## src/rtl/seg_pkg.sv

```systemverilog
// Shared definitions for the sequential binary-to-BCD converter feeding the
// 6-digit scanning display driver.
package seg_pkg;

    localparam int unsigned WIDTH_DEF  = 24;
    localparam int unsigned DIGITS_DEF = 6;

    typedef enum logic [1:0] {
        IDLE,
        SHIFT,
        DONE
    } state_e;

    // Largest value representable in 'digits' decimal digits (10^digits - 1).
    function automatic logic [63:0] max_bcd_val(input int unsigned digits);
        logic [63:0] p;
        p = 64'd1;
        for (int unsigned i = 0; i < digits; i++) begin
            p = p * 64'd10;
        end
        return p - 64'd1;
    endfunction

    localparam logic [63:0] MAX_VAL_DEF = max_bcd_val(DIGITS_DEF);

endpackage

```

## src/rtl/bcd_digit_adj.sv

```systemverilog
// Single-nibble double-dabble correction: add 3 when the digit is 5 or more.
module bcd_digit_adj (
    input  logic [3:0] din,
    output logic [3:0] dout
);

    always_comb begin
        dout = din;
        if (din >= 4'd5) begin
            dout = din + 4'd3;
        end
    end

endmodule

```

## src/rtl/seg_bcd_seq.sv

```systemverilog
// Multi-cycle shift-and-add-3 binary-to-BCD converter with start/busy/done
// handshake; the result register holds the last conversion for display.
module seg_bcd_seq
    import seg_pkg::*;
#(
    parameter int unsigned WIDTH  = WIDTH_DEF,
    parameter int unsigned DIGITS = DIGITS_DEF
) (
    input  logic                  iCLK,
    input  logic                  iRST,
    input  logic                  iStart,
    input  logic [WIDTH-1:0]      iBin,
    output logic [4*DIGITS-1:0]   oBCD,
    output logic                  oOvf,
    output logic                  oBusy,
    output logic                  oDone
);

    localparam int unsigned CNT_W   = $clog2(WIDTH + 1);
    localparam int unsigned BCD_W   = 4 * DIGITS;
    localparam logic [63:0] MAX_VAL = max_bcd_val(DIGITS);

    state_e             state_q, state_d;
    logic [WIDTH-1:0]   bin_q, bin_d;
    logic [BCD_W-1:0]   scr_q, scr_d;
    logic [BCD_W-1:0]   adj;
    logic [CNT_W-1:0]   cnt_q, cnt_d;
    logic               ovf_pend_q, ovf_pend_d;
    logic [BCD_W-1:0]   bcd_q, bcd_d;
    logic               ovf_q, ovf_d;
    logic               busy_q, busy_d;
    logic               done_q, done_d;

    for (genvar g = 0; g < DIGITS; g++) begin : g_adj
        bcd_digit_adj u_adj (
            .din  (scr_q[4*g +: 4]),
            .dout (adj[4*g +: 4])
        );
    end

    always_comb begin
        state_d    = state_q;
        bin_d      = bin_q;
        scr_d      = scr_q;
        cnt_d      = cnt_q;
        ovf_pend_d = ovf_pend_q;
        bcd_d      = bcd_q;
        ovf_d      = ovf_q;
        busy_d     = busy_q;
        done_d     = 1'b0;
        case (state_q)
            IDLE: begin
                if (iStart) begin
                    bin_d      = iBin;
                    scr_d      = '0;
                    cnt_d      = '0;
                    ovf_pend_d = (64'(iBin) > MAX_VAL);
                    busy_d     = 1'b1;
                    state_d    = SHIFT;
                end
            end
            SHIFT: begin
                // Scratch MSB falls off the top, leaving the value mod 10^DIGITS.
                {scr_d, bin_d} = {adj[BCD_W-2:0], bin_q, 1'b0};
                cnt_d          = cnt_q + CNT_W'(1);
                if (cnt_q == CNT_W'(WIDTH - 1)) begin
                    state_d = DONE;
                end
            end
            DONE: begin
                bcd_d   = scr_q;
                ovf_d   = ovf_pend_q;
                done_d  = 1'b1;
                busy_d  = 1'b0;
                state_d = IDLE;
            end
            default: begin
                state_d = IDLE;
                busy_d  = 1'b0;
            end
        endcase
    end

    always_ff @(posedge iCLK or posedge iRST) begin
        if (iRST) begin
            state_q    <= IDLE;
            bin_q      <= '0;
            scr_q      <= '0;
            cnt_q      <= '0;
            ovf_pend_q <= 1'b0;
            bcd_q      <= '0;
            ovf_q      <= 1'b0;
            busy_q     <= 1'b0;
            done_q     <= 1'b0;
        end else begin
            state_q    <= state_d;
            bin_q      <= bin_d;
            scr_q      <= scr_d;
            cnt_q      <= cnt_d;
            ovf_pend_q <= ovf_pend_d;
            bcd_q      <= bcd_d;
            ovf_q      <= ovf_d;
            busy_q     <= busy_d;
            done_q     <= done_d;
        end
    end

    assign oBCD  = bcd_q;
    assign oOvf  = ovf_q;
    assign oBusy = busy_q;
    assign oDone = done_q;

endmodule

```

## config.mk

```make
export PLATFORM = sky130hd
export DESIGN_NAME = seg_bcd_seq
export DESIGN_NICKNAME = d
export VERILOG_FILES = /design/src/rtl/seg_pkg.sv /design/src/rtl/bcd_digit_adj.sv /design/src/rtl/seg_bcd_seq.sv
export SDC_FILE = /design/constraint.sdc
export NUM_CORES = 1
export LEC_CHECK = 0
export CORE_UTILIZATION = 55
export CTS_CLUSTER_SIZE = 12
export DETAILED_ROUTE_END_ITERATION = 16
export PLACE_DENSITY = 0.8
export SETUP_SLACK_MARGIN = 0.15
export SLEW_MARGIN = 20
export SYNTH_ARGS = -nofsm -noshare
export SYNTH_HDL_FRONTEND = slang
export SYNTH_HIERARCHICAL = 1
export SYNTH_SLANG_ARGS = --single-unit
```

## constraint.sdc

```tcl
create_clock -name iCLK -period 3.9 [get_ports iCLK]
set_clock_uncertainty 0.05 [all_clocks]
set_input_delay 1.17 -clock iCLK [delete_from_list [all_inputs] [get_ports iCLK]]
set_output_delay 1.17 -clock iCLK [all_outputs]
set_load 0.05 [all_outputs]
```

==> reports/metrics.cfg, run 1 <==
[run_status]
status = completed

[drt]
wl_per_cell_microns = 13.57
wl_met3_microns = 184
dr.pass1.iters = 4
drc = 0
drtIter0Drc = 145
avgViaCountPerCell = 5.341
wl_met2_microns = 3690
route.top_layer_used = met4
vias = 2932
wl_microns = 7452
drtAntennaViolNets = 0
met1_length_microns = 3448

[floorplanning]
die_x_microns = 87.92
fp-row-count = 30
die-area_sq_mm = 0.007730
coreArea_sq_mm = 0.006944
die_h_microns = 87.92
initial_core_util_pct = 58.47
ios = 54

[setup_path]
critical-path-max-stage-delay_ns = 0.82
path_class = register to output port
path_cells = clkdlybuf4s50_1
cp-start-kind = register
end_kind = output port
cp_slowest_cell = clkdlybuf4s50_1
worstPathMaxFanout = 2
required_ns = 2.68
cp_top_family = buffers and inverters
crit_buf_inv = 1
crit_arrival_ns = 1.54

[cts]
cts_resized = 0
cts_buffers = 9
cts_tree = done
htree_num_levels = 3
clock_latency_ns = 0.35
clk_pin_slew_worst_paths_ns = 0.08
clock_path_buffers = 2
cts_setup_buffers = 0
cts-root-buf = clkbuf_8
cts_sinks = 83
ctsHoldBuffers = 0

[logic_synthesis]
synthCells = 399
avgSynthCellArea_sq_um = 10.18
mappedNetlistNets = 439
syn_area_sq_mm = 0.004060
yosysWarnings = 6

[grt]
grt_pass1_wl_microns = 12560
grt_use_total_pct = 21.19
antenna_found_initial = 0
grt_pass1_vias = 2817
grt-ovfl-total = 0
grt_max_degree = 45

[sta]
fin_crit_ns = 2.757
finalCritPeriodShare_pct = 70.70
grt_setup_unrepaired = false
fmax_mhz = 362.7
worstMarginPinSlew_ns = 0.7455
slew_viol_final = 0
slew_headroom_pct = 50.24
finalSetupViolCount = 0
setup_tns_ns = 0
finalHoldViolCount = 0

[cells_and_area]
nets = 488
drive_gt1_share_pct = 16.78
layout_commonest_cell = dfrtp_1
antenna_cells = 0
synthToLayoutAreaGrowth_pct = 18.40
stdcell_count = 549
mostFrequentLayoutCells = 83 x dfrtp_1, 78 x nand2_1, 53 x clkdlybuf4s50_1, 51 x nor2_1, 27 x nand3_1

[flow_run]
max-cap-violations = 0

[placement]
gp_routability_congestion = 0.7373
hpwl_microns = 5168
placement.io_buffers = 53
dp.cells = 533

[power_and_ir_drop]
p_per_area_mw_per_mm2 = 842.2
leakage_nw = 2.201
max-vdd-ir-drop_uv = 368.9

[hold_path]
hold_class = register to register

flip-flops by register name, summed over array words and instances, names as in the netlist:
signal / cells
oDone: 1
oBCD: 24
scr_q: 24
ovf_pend_q: 1
bin_q: 24
cnt_q: 5
oBusy: 1
oOvf: 1
state_q: 2
path summary, 6_finish.rpt:
kind                                             start                     to  slack, ns  depth (start not counted)
worst max register to register  state_q[1]$_DFFE_PP0P_   cnt_q[2]$_DFFE_PP0P_       1.89                          4
worst min register to register    cnt_q[4]$_DFFE_PP0P_   cnt_q[4]$_DFFE_PP0P_       0.44                          1
min in group asynchronous                         iRST  bin_q[16]$_DFFE_PP0P_       1.21                          2
max in group asynchronous                         iRST  scr_q[20]$_DFFE_PP0P_       1.96                          3
worst min-delay path              cnt_q[4]$_DFFE_PP0P_   cnt_q[4]$_DFFE_PP0P_       0.44                          1
worst max-delay path                  oOvf$_DFFE_PP0P_                   oOvf       1.14                          1
stage by stage:
stage	setup WS [ns]	area [sq um]	utilization (%)	power (W)	hold slack (ns)
after CTS	1.127	4802	69.15	0.004084	0.4469
after global routing	1.097	4807	69.23	0.004356	0.4676
after detailed placement	0.8224	4623	66.58	0.003518	0.4352
after global placement	0.8379	4623	66.58	0.003426	0.4121
final	1.143	4807	69.23	0.004049	0.4361
after floorplan	0.5432	4060	-	0.003009	0.3952
report_power, final:
group	switching, W	internal (W)	total, W
Sequential	0.000334	0.00125	0.00158
Clock	0.000300	0.000262	0.000562
Combinational	0.00110	0.000807	0.00191
final cells by class:
class                   count  area, sq um
flip-flops and latches     83         2077
well taps                  96        120.1
repair buffers             58        580.6
clock buffers              11        151.4
multi-input cells         280         1789
clock inverters             5        27.53
inverters                  16        61.31
fillers                   546         2137
layer usage:
| metal | vias up | global-route usage, % |
|---|---|---|
| li1 | 1438 | - |
| met1 | 1435 | 27.67 |
| met2 | 49 | 35.24 |
| met3 | 10 | 3.110 |
| met4 | 0 | 9.389 |
| met5 | - | 0 |
No activity file was read; power rests on OpenSTA's default activity.
==> run 2, diff against run 1 <==
- clock period: 3.9 -> 2.65 ns (I/O delays scaled with it)
==> run 2 against run 1 <==
Final area grew 0.78%. Die area is the same. Flip-flop and latch count is the same. Total power rose by 48%. Combinational power up 50%. Utilization increased by 0.54 points. Via count decreased by 0.17%. Cell count up 0.36%.
==> reports/metrics.cfg, run 2 (same netlist as run 1, synthesis figures left out) <==
[run_status]
status = completed  ; unchanged

[floorplanning]
die_h_microns = 87.92  ; unchanged
die_x_microns = 87.92  ; unchanged
die-area_sq_mm = 0.007730  ; unchanged
fp-row-count = 30  ; unchanged
coreArea_sq_mm = 0.006944  ; unchanged
ios = 54  ; unchanged
initial_core_util_pct = 58.47  ; unchanged

[sta]
finalSetupViolCount = 0  ; unchanged
finalCritPeriodShare_pct = 89.60
setup_tns_ns = 0  ; unchanged
slew_viol_final = 0  ; unchanged
slew_headroom_pct = 43.24  ; was 50.24%
finalHoldViolCount = 0  ; unchanged
grt_setup_unrepaired = false  ; unchanged
fmax_mhz = 421.2
worstMarginPinSlew_ns = 0.8515  ; was 0.7455 ns
fin_crit_ns = 2.374

[cells_and_area]
fin_area_sq_mm = 0.004845  ; was 0.004807 sq mm
mostFrequentLayoutCells = 83 x dfrtp_1, 78 x nand2_1, 53 x clkdlybuf4s50_1, 51 x nor2_1, 27 x nand3_1  ; unchanged
antenna_cells = 0  ; unchanged
num-fill-cells = 500  ; was 546
drive_gt1_share_pct = 17.14  ; was 16.78%
layout_commonest_cell = dfrtp_1  ; unchanged
synthToLayoutAreaGrowth_pct = 19.32  ; was 18.40%
nets = 490  ; was 488

[grt]
grt-ovfl-total = 0  ; unchanged
grt_pass1_vias = 2901  ; was 2817
grt_max_degree = 54  ; was 45
grt_use_total_pct = 21.80  ; was 21.19%
antenna_found_initial = 0  ; unchanged
grt_pass1_wl_microns = 12910  ; was 12560 microns

[setup_path]
required_ns = 1.81  ; was 2.68 ns
path_class = register to output port  ; unchanged
cp_top_family = buffers and inverters  ; unchanged
end_kind = output port  ; unchanged
ff2ff_path_depth = 4  ; unchanged
crit_arrival_ns = 1.53  ; was 1.54 ns
cp-start-kind = register  ; unchanged
worstPathMaxFanout = 2  ; unchanged
r2r_slack_ns = 0.86  ; was 1.89 ns
cp_slowest_cell = clkdlybuf4s50_1  ; unchanged
critical-path-max-stage-delay_ns = 0.81  ; was 0.82 ns
path_cells = clkdlybuf4s50_1  ; unchanged
r2r-end = scr_q[21]$_DFFE_PP0P_  ; was cnt_q[2]$_DFFE_PP0P_
reg2reg_from = state_q[1]$_DFFE_PP0P_  ; unchanged
crit_buf_inv = 1  ; unchanged

[flow_run]
max-cap-violations = 0  ; unchanged

[placement]
placement.io_buffers = 53  ; unchanged
hpwl_microns = 5204  ; was 5168 microns
gp_routability_congestion = 0.7691  ; was 0.7373
placed_cell_area_sq_mm = 0.004666  ; was 0.004623 sq mm

[cts]
ctsHoldBuffers = 0  ; unchanged
cts_buffers = 9  ; unchanged
cts_tree = done  ; unchanged
clock_latency_ns = 0.35  ; about the same
htree_num_levels = 3  ; unchanged
cts-root-buf = clkbuf_8  ; unchanged
cts_resized = 0  ; unchanged
cts_sinks = 83  ; unchanged
cts_setup_buffers = 0  ; unchanged
clock_path_buffers = 2  ; unchanged
clk_pin_slew_worst_paths_ns = 0.08  ; about the same

[drt]
avgViaCountPerCell = 5.312  ; was 5.341
wl_met2_microns = 3891  ; was 3690 microns
drc = 0  ; unchanged
wl_met3_microns = 211  ; was 184 microns
wl_per_cell_microns = 13.96  ; was 13.57 microns
drtAntennaViolNets = 0  ; unchanged
dr.pass1.iters = 4  ; unchanged
met1_length_microns = 3437  ; was 3448 microns
route.top_layer_used = met4  ; unchanged
drtIter0Drc = 145  ; unchanged
wl_microns = 7694  ; was 7452 microns
vias = 2927  ; was 2932

[hold_path]
hold_class = register to register  ; unchanged
hold_depth = 1  ; unchanged
holdPathEnd = cnt_q[4]$_DFFE_PP0P_  ; unchanged
min_from = cnt_q[4]$_DFFE_PP0P_  ; unchanged

[power_and_ir_drop]
p_per_area_mw_per_mm2 = 1239  ; was 842.2 mW/mm^2
report.power.total_w = 0.006001  ; was 0.004049 W
max-vdd-ir-drop_uv = 561.8  ; was 368.9 uV
leakage_nw = 2.210  ; was 2.201 nW

-- run 2: how the worst max path moves through the flow --
stage	start	endpoint	slack, ns	cells after the start
after floorplan	iRST	bin_q[0]$_DFFE_PP0P_	0.85	1
after global placement	iStart	bin_q[19]$_DFFE_PP0P_	0.28	5
after detailed placement	iStart	bin_q[19]$_DFFE_PP0P_	0.25	5
after CTS	oBCD[3]$_DFFE_PP0P_	oBCD[3]	0.25	1
after global routing	oBCD[20]$_DFFE_PP0P_	oBCD[20]	0.21	1
final	oBCD[3]$_DFFE_PP0P_	oBCD[3]	0.28	1
-- run 2: metrics by stage --
stage | setup WS (ns) | util, % | hold slack (ns) | cells
after global routing | 0.2089 | 69.77 | 0.4594 | 551
after floorplan | 0.8532 | - | 0.3952 | 399
after CTS | 0.2493 | 69.77 | 0.4381 | 551
after global placement | 0.2761 | 67.19 | 0.4177 | 535
after detailed placement | 0.2479 | 67.19 | 0.4291 | 535
final | 0.2756 | 69.77 | 0.4364 | 551
-- run 2: power by group --
part,switching (W),internal [W]
sequential,0.000483,0.00183
combinational,0.00165,0.00121
clock,0.000440,0.000385
-- run 2: cell type report --
cell class | count | area [sq um] | area share [%]
clock buffers | 11 | 151.4 | 3.125
clock inverters | 5 | 27.53 | 0.5682
inverters | 16 | 63.81 | 1.317
multi-input cells | 280 | 1784 | 36.83
flip-flops and latches | 83 | 2077 | 42.87
well taps | 96 | 120.1 | 2.479
repair buffers | 60 | 620.6 | 12.81
-- run 2: routing by layer --
| layer | global-route usage [%] | vias to the layer above |
|---|---|---|
| li1 | - | 1441 |
| met4 | 10.58 | 0 |
| met5 | 0 | - |
| met3 | 3.393 | 11 |
| met2 | 37.42 | 52 |
| met1 | 26.90 | 1423 |
==> run 3, diff against run 2 <==
- CORE_ASPECT_RATIO: default -> 0.8
==> run 3 against run 2 <==
Via count increased by 1.3%. Clock-buffer cell count up 3. Utilization down 1.1 points. Sequential power hardly changed. Fmax is 0.53% higher. Critical path type unchanged. The flow now finishes with violations (DRC). Combinational power barely moved. Critical endpoint is now oBCD[12]. Sequential share of layout area is 0.20 points higher. Final area shrank 0.47%. Hold slack worse by 0.0050 ns. Global-route usage down 0.34 points. Largest cell class unchanged.
==> reports/metrics.cfg, run 3 (same netlist as run 1, synthesis figures left out) <==
[drt]
drc = 5  ; was 0
vias = 2965  ; was 2927
wl_per_cell_microns = 14.03  ; was 13.96 microns
avgViaCountPerCell = 5.460  ; was 5.312
drtIter0Drc = 105  ; was 145
dr.pass1.iters = 10  ; was 4
wl_microns = 7618  ; was 7694 microns
drtAntennaViolNets = 0  ; unchanged

[power_and_ir_drop]
p_per_area_mw_per_mm2 = 1239  ; about the same
report.power.total_w = 0.005975  ; was 0.006001 W
max-vdd-ir-drop_uv = 547.4  ; was 561.8 uV
leakage_nw = 2.206  ; was 2.210 nW

[sta]
grt_setup_unrepaired = false  ; unchanged
fin_crit_ns = 2.362  ; was 2.374 ns
slew_headroom_pct = 51.77  ; was 43.24%
worstMarginPinSlew_ns = 0.7202  ; was 0.8515 ns
slew_viol_final = 0  ; unchanged
whs_ns = 0.4314  ; was 0.4364 ns
fmax_mhz = 423.4  ; was 421.2 MHz
setup_tns_ns = 0  ; unchanged
finalHoldViolCount = 0  ; unchanged
finalSetupViolCount = 0  ; unchanged
finalCritPeriodShare_pct = 89.13  ; was 89.60%
fin_ws_ns = 0.2880  ; was 0.2756 ns

[placement]
placement.io_buffers = 53  ; unchanged
dp.cells = 527  ; was 535
gp_routability_congestion = 0.7587  ; was 0.7691
hpwl_microns = 5231  ; was 5204 microns
pre_cts_ws_ns = 0.2335  ; was 0.2479 ns

[cts]
cts_setup_buffers = 0  ; unchanged
clock_latency_ns = 0.35  ; about the same
ctsHoldBuffers = 0  ; unchanged
htree_num_levels = 3  ; unchanged
cts_tree = done  ; unchanged
cts_resized = 0  ; unchanged
cts-root-buf = clkbuf_8  ; unchanged
cts_buffers = 9  ; unchanged
cts_sinks = 83  ; unchanged
clock_path_buffers = 2  ; unchanged
clk_pin_slew_worst_paths_ns = 0.07  ; was 0.08 ns

[grt]
grtUsageMet3_pct = 5.194  ; was 3.393%
antenna_found_initial = 0  ; unchanged
use_met1_pct = 27.55  ; was 26.90%
grt_use_total_pct = 21.46  ; was 21.80%
top_usage_layer = met2  ; unchanged
grt_pass1_vias = 2797  ; was 2901
grt_max_degree = 84  ; was 54
grt-ovfl-total = 0  ; unchanged
grt_pass1_wl_microns = 12980  ; was 12910 microns
use_met2_pct = 35.77  ; was 37.42%

[floorplanning]
initial_core_util_pct = 57.78  ; was 58.47%
die-area_sq_mm = 0.007732  ; was 0.007730 sq mm
fp-row-count = 27  ; was 30
coreArea_sq_mm = 0.007027  ; was 0.006944 sq mm
die_x_microns = 98.06  ; was 87.92 microns
ios = 54  ; unchanged
die_h_microns = 78.85  ; was 87.92 microns

[hold_path]
hold_class = register to register  ; unchanged

[setup_path]
cp_slowest_cell = clkdlybuf4s50_1  ; unchanged
critical-path-max-stage-delay_ns = 0.81  ; about the same
path_class = register to output port  ; unchanged
cp_top_family = buffers and inverters  ; unchanged
path_cells = clkdlybuf4s50_1  ; unchanged
cp-start-kind = register  ; unchanged
worstPathMaxFanout = 2  ; unchanged
crit_arrival_ns = 1.52  ; was 1.53 ns
end_kind = output port  ; unchanged
required_ns = 1.81  ; about the same
crit_buf_inv = 1  ; unchanged

[run_status]
violations = DRC
status = complete, but fails checks  ; was completed

[cells_and_area]
stdcell_count = 543  ; was 551
nets = 491  ; was 490
layout_commonest_cell = dfrtp_1  ; unchanged
antenna_cells = 0  ; unchanged
drive_gt1_share_pct = 16.67  ; was 17.14%
mostFrequentLayoutCells = 83 x dfrtp_1, 78 x nand2_1, 53 x clkdlybuf4s50_1, 51 x nor2_1, 27 x nand3_1  ; unchanged
synthToLayoutAreaGrowth_pct = 18.77  ; was 19.32%

[flow_run]
max-cap-violations = 0  ; unchanged

[run 3: cell count changes in the layout (fill, tap and decap cells not counted)]
cell | previous run | this run
clkinvlp_4 | 2 | 1
clkbuf_1 | 0 | 3
buf_4 | 4 | 6
clkinv_2 | 4 | 2
buf_12 | 3 | 2
[run 3: through the flow]
step	instance area, sq um	utilization (%)
3_5_place_dp	4649	66.17
2_1_floorplan	4064	-
6_report	4822	68.63
4_1_cts	4822	68.63
5_1_grt	4822	68.63
3_3_place_gp	4649	66.17
[run 3: layout make-up]
| cell class | instances | area (sq um) |
|---|---|---|
| sequential | 83 | 2077 |
| multi-input combinational | 280 | 1784 |
| timing repair buffer | 61 | 615.6 |
| inverter | 16 | 63.81 |
| clock inverter | 2 | 10.01 |
| fill | 534 | 2205 |
| tap | 87 | 108.9 |
| clock buffer | 14 | 162.7 |
[run 3: power breakdown]
group	total (W)	switching, W	internal (W)
combinational	0.00285	0.00165	0.00121
clock	0.000802	0.000413	0.000390
sequential	0.00232	0.000485	0.00184
[run 3: final timing paths]
check / from / endpoint / slack, ns / depth (start not counted)
min: cnt_q[4]$_DFFE_PP0P_ / cnt_q[4]$_DFFE_PP0P_ / 0.43 / 1
max reg2reg: state_q[0]$_DFFE_PP0P_ / scr_q[16]$_DFFE_PP0P_ / 0.96 / 4
max: oBCD[12]$_DFFE_PP0P_ / oBCD[12] / 0.29 / 1
max in group asynchronous: iRST / oBCD[8]$_DFFE_PP0P_ / 1.35 / 3
min reg2reg: cnt_q[4]$_DFFE_PP0P_ / cnt_q[4]$_DFFE_PP0P_ / 0.43 / 1
min in group asynchronous: iRST / bin_q[17]$_DFFE_PP0P_ / 0.84 / 3
[run 3: per-layer routing]
metal	up-vias	wire length, microns
met1	1466	3586
met5	-	0
met4	0	73
met2	47	3683
met3	7	275
li1	1445	-
